`src/rtl/setare_pkg.sv`:
```
// Shared constants for the time-setting path: state codes, field ranges and widths.
// The display and timekeeper blocks import the same definitions.
package setare_pkg;
    localparam int ORE_W   = 5;
    localparam int MIN_W   = 6;
    localparam int MAX_ORE = 23;
    localparam int MAX_MIN = 59;

    localparam logic [1:0] ST_IDLE    = 2'd0;
    localparam logic [1:0] ST_SET_ORE = 2'd1;
    localparam logic [1:0] ST_SET_MIN = 2'd2;
    localparam logic [1:0] ST_COMMIT  = 2'd3;

    typedef enum logic [1:0] {
        FIELD_NONE = 2'b00,
        FIELD_ORE  = 2'b01,
        FIELD_MIN  = 2'b10
    } field_t;

    function automatic logic [ORE_W-1:0] clamp_ore(input logic [ORE_W-1:0] v);
        return (v > ORE_W'(MAX_ORE)) ? ORE_W'(MAX_ORE) : v;
    endfunction

    function automatic logic [MIN_W-1:0] clamp_min(input logic [MIN_W-1:0] v);
        return (v > MIN_W'(MAX_MIN)) ? MIN_W'(MAX_MIN) : v;
    endfunction
endpackage

```
`src/rtl/setare_if.sv`:
```
// Button/time inputs and display/load outputs of the time-setting controller.
interface setare_if;
    import setare_pkg::*;

    logic             btn_mode;
    logic             btn_up;
    logic             btn_down;
    logic             tick;
    logic [ORE_W-1:0] ore;
    logic [MIN_W-1:0] minute;
    logic             semnal_setare;
    logic [ORE_W-1:0] ore_setare;
    logic [MIN_W-1:0] minute_setare;
    logic [1:0]       field_sel;
    logic             load;

    modport master (
        output btn_mode, btn_up, btn_down, tick, ore, minute,
        input  semnal_setare, ore_setare, minute_setare, field_sel, load
    );

    modport slave (
        input  btn_mode, btn_up, btn_down, tick, ore, minute,
        output semnal_setare, ore_setare, minute_setare, field_sel, load
    );
endinterface

```
`src/rtl/setare_controller_btn_edge.sv`:
```
// Rising-edge detector for a debounced button level.
// History resets to 1 so a button held through reset never yields a press.
module btn_edge (
    input  logic clock,
    input  logic reset,
    input  logic btn,
    output logic press
);
    logic btn_q;

    always_ff @(posedge clock) begin
        if (reset) btn_q <= 1'b1;
        else       btn_q <= btn;
    end

    assign press = btn & ~btn_q;
endmodule

```
`src/rtl/setare_controller.sv`:
```
// Button-driven time-setting sequencer: capture running time, edit hours then
// minutes, and strobe load so the timekeeper adopts the edited time.
//
// state      | meaning
// IDLE       | display follows running time, waiting for mode press
// SET_ORE    | editing hours, up/down wrap 0..23
// SET_MIN    | editing minutes, up/down wrap 0..59
// COMMIT     | one-cycle load strobe, then back to IDLE
module setare_controller
    import setare_pkg::*;
#(
    parameter int TIMEOUT_TICKS = 10
) (
    input logic   clock,
    input logic   reset,
    setare_if.slave bus
);
    localparam int              CNT_W   = $clog2(TIMEOUT_TICKS + 1);
    localparam logic [CNT_W-1:0] CNT_MAX = CNT_W'(TIMEOUT_TICKS);

    logic             p_mode, p_up, p_down;
    logic [1:0]       state;
    logic [CNT_W-1:0] cnt;
    logic [CNT_W-1:0] cnt_inc;
    logic [ORE_W-1:0] ore_q;
    logic [MIN_W-1:0] min_q;
    logic             any_press;
    logic             step_up, step_down;

    btn_edge u_edge_mode (.clock(clock), .reset(reset), .btn(bus.btn_mode), .press(p_mode));
    btn_edge u_edge_up   (.clock(clock), .reset(reset), .btn(bus.btn_up),   .press(p_up));
    btn_edge u_edge_down (.clock(clock), .reset(reset), .btn(bus.btn_down), .press(p_down));

    assign any_press = p_mode | p_up | p_down;
    assign step_up   = p_up & ~p_down;
    assign step_down = p_down & ~p_up;
    assign cnt_inc   = (cnt == CNT_MAX) ? cnt : cnt + CNT_W'(1);

    always_ff @(posedge clock) begin
        if (reset) begin
            state <= ST_IDLE;
            cnt   <= '0;
            ore_q <= '0;
            min_q <= '0;
        end else begin
            case (state)
                ST_IDLE: begin
                    cnt <= '0;
                    if (p_mode) begin
                        ore_q <= clamp_ore(bus.ore);
                        min_q <= clamp_min(bus.minute);
                        state <= ST_SET_ORE;
                    end
                end
                ST_SET_ORE, ST_SET_MIN: begin
                    if (p_mode) begin
                        cnt   <= '0;
                        state <= (state == ST_SET_ORE) ? ST_SET_MIN : ST_COMMIT;
                    end else begin
                        if (state == ST_SET_ORE) begin
                            if (step_up)
                                ore_q <= (ore_q == ORE_W'(MAX_ORE)) ? '0 : ore_q + ORE_W'(1);
                            else if (step_down)
                                ore_q <= (ore_q == '0) ? ORE_W'(MAX_ORE) : ore_q - ORE_W'(1);
                        end else begin
                            if (step_up)
                                min_q <= (min_q == MIN_W'(MAX_MIN)) ? '0 : min_q + MIN_W'(1);
                            else if (step_down)
                                min_q <= (min_q == '0) ? MIN_W'(MAX_MIN) : min_q - MIN_W'(1);
                        end
                        // A press in the same cycle as a tick keeps the edit alive.
                        if (any_press) begin
                            cnt <= '0;
                        end else if (bus.tick) begin
                            if (cnt_inc == CNT_MAX) begin
                                cnt   <= '0;
                                state <= ST_IDLE;
                            end else begin
                                cnt <= cnt_inc;
                            end
                        end
                    end
                end
                default: begin
                    cnt   <= '0;
                    state <= ST_IDLE;
                end
            endcase
        end
    end

    always_comb begin
        bus.semnal_setare = (state != ST_IDLE);
        bus.load          = (state == ST_COMMIT);
        bus.field_sel     = FIELD_NONE;
        if (state == ST_SET_ORE) bus.field_sel = FIELD_ORE;
        if (state == ST_SET_MIN) bus.field_sel = FIELD_MIN;
    end

    assign bus.ore_setare    = ore_q;
    assign bus.minute_setare = min_q;
endmodule
```
`src/flat_wrapper.sv`:
```
// flat-port wrapper written by rule: the top's interface ports become plain ports
module setare_controller_flat import setare_pkg::*;
#(
    parameter int TIMEOUT_TICKS = 10
)
  (clock, reset, bus_btn_mode, bus_btn_up, bus_btn_down, bus_tick, bus_ore, bus_minute, bus_semnal_setare, bus_ore_setare, bus_minute_setare, bus_field_sel, bus_load);
  setare_if bus_i ();
  input logic clock;
  input logic reset;
  input wire logic [$bits(bus_i.btn_mode)-1:0] bus_btn_mode;
  input wire logic [$bits(bus_i.btn_up)-1:0] bus_btn_up;
  input wire logic [$bits(bus_i.btn_down)-1:0] bus_btn_down;
  input wire logic [$bits(bus_i.tick)-1:0] bus_tick;
  input wire logic [$bits(bus_i.ore)-1:0] bus_ore;
  input wire logic [$bits(bus_i.minute)-1:0] bus_minute;
  output wire logic [$bits(bus_i.semnal_setare)-1:0] bus_semnal_setare;
  output wire logic [$bits(bus_i.ore_setare)-1:0] bus_ore_setare;
  output wire logic [$bits(bus_i.minute_setare)-1:0] bus_minute_setare;
  output wire logic [$bits(bus_i.field_sel)-1:0] bus_field_sel;
  output wire logic [$bits(bus_i.load)-1:0] bus_load;
  assign bus_i.btn_mode = bus_btn_mode;
  assign bus_i.btn_up = bus_btn_up;
  assign bus_i.btn_down = bus_btn_down;
  assign bus_i.tick = bus_tick;
  assign bus_i.ore = bus_ore;
  assign bus_i.minute = bus_minute;
  assign bus_semnal_setare = bus_i.semnal_setare;
  assign bus_ore_setare = bus_i.ore_setare;
  assign bus_minute_setare = bus_i.minute_setare;
  assign bus_field_sel = bus_i.field_sel;
  assign bus_load = bus_i.load;
  setare_controller #(.TIMEOUT_TICKS(TIMEOUT_TICKS)) u_core (.clock(clock), .reset(reset), .bus(bus_i));
endmodule
```
`config.mk`:
```
export PLATFORM = sky130hd
export DESIGN_NAME = setare_controller_flat
export DESIGN_NICKNAME = d
export VERILOG_FILES = /design/src/rtl/setare_pkg.sv /design/src/rtl/setare_if.sv /design/src/rtl/setare_controller_btn_edge.sv /design/src/rtl/setare_controller.sv /design/src/flat_wrapper.sv
export SDC_FILE = /design/constraint.sdc
export NUM_CORES = 1
export LEC_CHECK = 0
export BUFFER_PORTS_ARGS = -buffer_cell sky130_fd_sc_hd__buf_2
export CORE_MARGIN = 3
export CORE_UTILIZATION = 25
export DETAILED_ROUTE_END_ITERATION = 7
export GPL_TIMING_DRIVEN = 1
export PLACE_DENSITY_LB_ADDON = 0.12
export SYNTH_ARGS = -nofsm -noshare
export SYNTH_HDL_FRONTEND = slang
export SYNTH_HIERARCHICAL = 1
export SYNTH_SLANG_ARGS = --single-unit
```
`constraint.sdc`:
```
create_clock -name clock -period 3.7 [get_ports clock]
set_input_delay 0.555 -clock clock [delete_from_list [all_inputs] [get_ports clock]]
set_output_delay 0.555 -clock clock [all_outputs]
set_load 0.005 [all_outputs]
```
* After elaboration in Yosys (flattened, before gate mapping)
Index checks and enable logic that the tools add are counted.
Cells by class: multiplexer cells 29, reduce and logical (&&, ||, !) cells 10, add/subtract/negate cells 5, magnitude comparators 2, bitwise gates (word level) 13, eq/ne operators 15
Operator list (count):
- $mux 6 | 8
- $mux 5 | 8
- $mux 2 | 6
- $pmux 6 s2 | 1
- $pmux 5 s2 | 1
- $reduce_and 5->1 | 2
- $eq 4x4->1 const B | 2
- $mux 4 | 2
- $add 6x1->6 const B | 1
- $eq 6x6->1 const B | 1
- $gt 6x6->1 const B | 1
- $logic_not 6->1 | 1
- $ne 3x1->1 const B | 2
- $ne 3x2->1 const B | 2
- $not 1->1 | 6
- $sub 6x1->6 const B | 1
- $add 5x1->5 const B | 1
- $and 1x1->1 | 5
- $eq 5x5->1 const B | 1
- $gt 5x5->1 const B | 1
- $logic_not 5->1 | 1
- $sub 5x1->5 const B | 1
- $add 4x1->4 const B | 1
- $eq 2x2->1 const B | 2
- 11 further kinds | 16
Storage, ports and cells: output and inout port bits 15, input bits 17, bits in registers 20, logic and storage cells 81

* Logic depth before layout (Yosys ltp)
depth in word-level cells 9, depth in mapped cells 9, gate-level depth less buffers 8

* Modules after synthesis
Netlist, hierarchy kept.
Modules (own cells, without submodules):
- setare_controller | sequential area each 340.3 sq um, instances 1, cells each 201, area an instance 1550.2 sq um
- btn_edge | sequential area each 20.0 sq um, instances 3, cells each 3, area an instance 32.5 sq um

* Worst setup path after synthesis
No wires, ideal clock.
kind in2reg, from in bus_btn_down, to reg u_core.min_q[3] (netlist: u_core/bus.minute_setare[3]), library setup time 129 ps, setup slack 1532 ps, required time 3571 ps, data arrival time 2039 ps, path buffers 0, stages 7, path through nor2b_1 > inv_1 > ha_1 > nor4b_1 > a21oi_1 > o41ai_1 > a21oi_1
Between the ends: longest elaborated chain between the ends 7, elaborated cells between the ends (all ways) 10, those cells by class eq/ne (1); mux (4); bitwise (4); reduce/logical (1)
RTL lines:
- from (decl) | line flat_wrapper.sv:12 | input wire logic [$bits(bus_i.btn_down)-1:0] bus_btn_down;
- $and 1x1->1 (*) | line setare_controller_btn_edge.sv:16 | assign press = btn & ~btn_q;
- $not 1->1 | line setare_controller.sv:35 | assign step_up = p_up & ~p_down;
- $and 1x1->1 | line setare_controller.sv:35
- $mux 6 | line setare_controller.sv:66 | if (step_up)
- $mux 6 | line setare_controller.sv:60 | if (state == ST_SET_ORE) begin
- $mux 6 | line setare_controller.sv:56 | if (p_mode) begin
- $pmux 6 s2 | line setare_controller.sv:46 | case (state)
- to (signal assigned) | line setare_controller.sv:51 | min_q <= clamp_min(bus.minute);
- to (signal assigned) | line setare_controller.sv:67 | min_q <= (min_q == MIN_W'(MAX_MIN)) ? '0 : min_q + MIN_W'(1);
- to (signal assigned) | line setare_controller.sv:69 | min_q <= (min_q == '0) ? MIN_W'(MAX_MIN) : min_q - MIN_W'(1);
- to (decl) | line setare_controller.sv:26 | logic [MIN_W-1:0] min_q;
Mark *: on every way between the ends. The rest lies on a longest branch, timed or not. The select of a mux whose other input is x is not followed. A chain may end at the register's enable or synchronous reset.

* Worst setup path in the final report
from reg u_core.state[0], to reg u_core.min_q[3] (netlist: u_core/bus.minute_setare[3])
Between the ends: longest elaborated chain between the ends 4, elaborated cells between the ends (all ways) 11, those cells by class eq/ne (6); mux (1); reduce/logical (4)
RTL lines:
- from (decl) | line setare_controller.sv:22 | logic [1:0] state;
- from (signal assigned) | line setare_controller.sv:58 | state <= (state == ST_SET_ORE) ? ST_SET_MIN : ST_COMMIT;
- $eq 2x2->1 or $eq 2x1->1 (tied branches) | line setare_controller.sv:46, setare_controller.sv:60
- $reduce_or 2->1 | line setare_controller.sv:46
- $ne 3x1->1 (no line), or another cell as far along
- $reduce_and 5->1 (no line)
Parallel ways exist; a longest one is shown, timed or not.

==> metrics.yaml <==
dp_cells: 306
io_buffers: 31
grt_use_total_pct: 11.66
synthArstFlopShare_pct: 0
slew_headroom_pct: 51.23
drc: 0
fp.dieH_um: 87.19
cp-endpoint: "u_core/bus.minute_setare[3]$_SDFFE_PP0P_"
clockBufferDepth: 2
ys_types: 53
worstRegToRegCells: 6
die-area_um2: 7601
multi_input_area_um2: 1117
cp_max_fo: 22
setup_violations: 0
min_period_ns: 2.647
ff_latch_area_um2: 400.4
grt.overflow.total: 0
dpl-instance-area_um2: 1834
yosysWarnings: 6
h-tree-depth: 1
max_freq_mhz: 377.9
crit_required_ns: 3.84
core_um2: 6166
final_util_pct: 30.64
cts_resized: 0
critPathArrivalTime_ns: 2.79
syn_nets: 240
clk_pin_slew_ns: 0.07
antennaDiodeCount: 0
timing.hold.worst.class: "in2reg"
place_ws_ns: 1.082
whs_ns: 0.4861
drtIter0Drc: 115
postRouteWirelength_mm: 4.463
drive_above_1_share_pct: 17.87
syn_avg_cell_area_um2: 7.847
via_count: 1559
clkSinkCount: 20
postRouteAntennaNets: 0
clock-root-buffer: "clkbuf_8"
r2r_slack_ns: 1.05
clock_skew_ns: 0.006535
first_global_vias: 1449
power_leakage_nw: 0.7855
cap_violations: 0
clkLatencyLatePin_ns: 0.26
dpl.hpwl_mm: 3.307
ys.flop_type: "dfxtp_1"
row_count: 28
p_per_area_nw_per_um2: 394.2
gp_congestion: 0.7662
instances_no_fill: 310
synthTopCellsByCount: "nor2_1, a21oi_1, dfxtp_1, inv_1, ha_1"
critPathMaxStageDelay_ns: 0.74
cts_hold_buffers: 0
r2r_start: "u_core/state[0]$_SDFFE_PP0P_"
netlist_top_cells_area: "dfxtp_1, ha_1, a21oi_1, a211oi_1, nor2_1"
post-route-cell-area_um2: 1889
drv_slew: 0
synth_top_area_cell: "dfxtp_1"
rsz0062_at_grt: "false"
cp_common_cell: "a21oi_1"
grt_pass1_wl_mm: 7.100
dr.pass1.iters: 6
fin_nets: 266
start_kind: "register"
netlist_area_um2: 1648
finalPower_mw: 0.7448
ir_drop_uv: 261.2
antenna_found_initial: 0
grt_start_max_net_pins: 23
synth_enable_flop_cells: 0
pin_count: 32
start_util_pct: 26.72
tightestPinTransition_ns: 0.7316
synth_most_common_cell: "nor2_1"
post-cts-setup-buffers: 0
fillers: 663
path_class: "reg2reg"
status: "complete, no violations"
tritoncts: "yes"
rr_endpoint: "u_core/bus.minute_setare[3]$_SDFFE_PP0P_"
setup_slack_ns: 1.054
path_cells: "inv_1 > ha_1 > nor4b_1 > a21oi_1 > o41ai_1 > a21oi_1"
hold_violations: 0
numCtsBuffers: 3
post-route-period-util_pct: 71.53
end_kind: "register"
synth_top_area_share_pct: 24.30
wl_per_cell_um: 14.40
syn_inst: 210
yosysSeqAreaShare_pct: 24.30
area_growth_pct: 14.65
crit_start: "u_core/state[0]$_SDFFE_PP0P_"
viasPerCell: 5.029
fin_tns_setup_ns: 0
cpMaxStageDelayCell: "ha_1"
ys_ff_latch: 20
fp.dieW_um: 87.19
==> worst max-delay path: cells and delay by family, from the launching register on <==
kind	cells	cell delay, ns
buf+inv	1	0.09
flops	1	0.40
simple gates	1	0.48
fa+ha+maj	1	0.74
compound gates	3	0.82
==> routing by layer <==
metal / GRT usage (%) / part of all wire, % / up-vias
met5: 0 / 0 / -
met4: 2.092 / 0.56 / 0
met3: 3.027 / 4.4 / 2
met2: 17.60 / 43 / 23
met1: 16.83 / 52 / 714
li1: - / - / 820
==> worst min-delay path by stage <==
| stage | startpoint | end | cells after the start |
|---|---|---|---|
| 2_1_floorplan | u_core/cnt[3]$_SDFFE_PP0P_ | u_core/cnt[3]$_SDFFE_PP0P_ | 2 |
| 3_3_place_gp | u_core/cnt[3]$_SDFFE_PP0P_ | u_core/cnt[3]$_SDFFE_PP0P_ | 2 |
| 3_5_place_dp | u_core/bus.ore_setare[1]$_SDFFE_PP0P_ | u_core/bus.ore_setare[1]$_SDFFE_PP0P_ | 2 |
| 4_1_cts | bus_btn_mode | u_core/u_edge_mode/btn_q$_SDFF_PP1_ | 2 |
| 5_1_grt | bus_btn_mode | u_core/u_edge_mode/btn_q$_SDFF_PP1_ | 2 |
| 6_report | bus_btn_mode | u_core/u_edge_mode/btn_q$_SDFF_PP1_ | 2 |
==> power breakdown <==
group / switching [mW] / internal (mW) / leakage (nW)
Combinational: 0.176 / 0.123 / 0.594
Sequential: 0.0395 / 0.236 / 0.163
Clock: 0.0762 / 0.0948 / 0.0288
Total: 0.292 / 0.453 / 0.786
==> layout by cell type, fill, tap and decap left out, types with 3 or more instances in the layout <==
cell type,instances
nor3_1,9
mux2i_1,3
buf_2,31
xnor2_1,3
or2_1,4
dfxtp_1,20
o21ai_0,5
nor4b_1,3
a21oi_1,21
nor2b_1,5
inv_1,18
a211oi_1,11
clkbuf_8,4
nand2_1,9
nor2_1,22
nand3_1,5
ha_1,13
a31oi_1,4
nand4b_1,4
==> state kept, by name, summed over array words and instances, names as in the netlist <==
register and count:
u_core/u_edge_mode/btn_q 1, u_core/bus.ore_setare 5, u_core/u_edge_up/btn_q 1, u_core/state 2
u_core/bus.minute_setare 6, u_core/u_edge_down/btn_q 1, u_core/cnt 4
==> area by class of cell <==
| class | count | area share (%) |
|---|---|---|
| Clock buffer | 4 | 2.914 |
| Inverter | 18 | 3.576 |
| Multi-Input combinational cell | 162 | 59.14 |
| Sequential cell | 20 | 21.19 |
| Tap cell | 75 | 4.967 |
| Timing Repair Buffer | 31 | 8.212 |
==> cell families (layout without fill, tap and decap cells) <==
logic type               Yosys count  after routing  synth area share, %
multiplexers                       4              4                2.506
AND/OR/NAND/NOR                   76             76                25.36
AO/OA/AOI/OAI                     64             64                27.41
adder cells (fa/ha/maj)           13             13                9.871
buffers and inverters             28             53                7.896
XOR/XNOR                           5              5                2.658
flip-flops                        20             20                24.30
(Power assumes the default switching activity.)
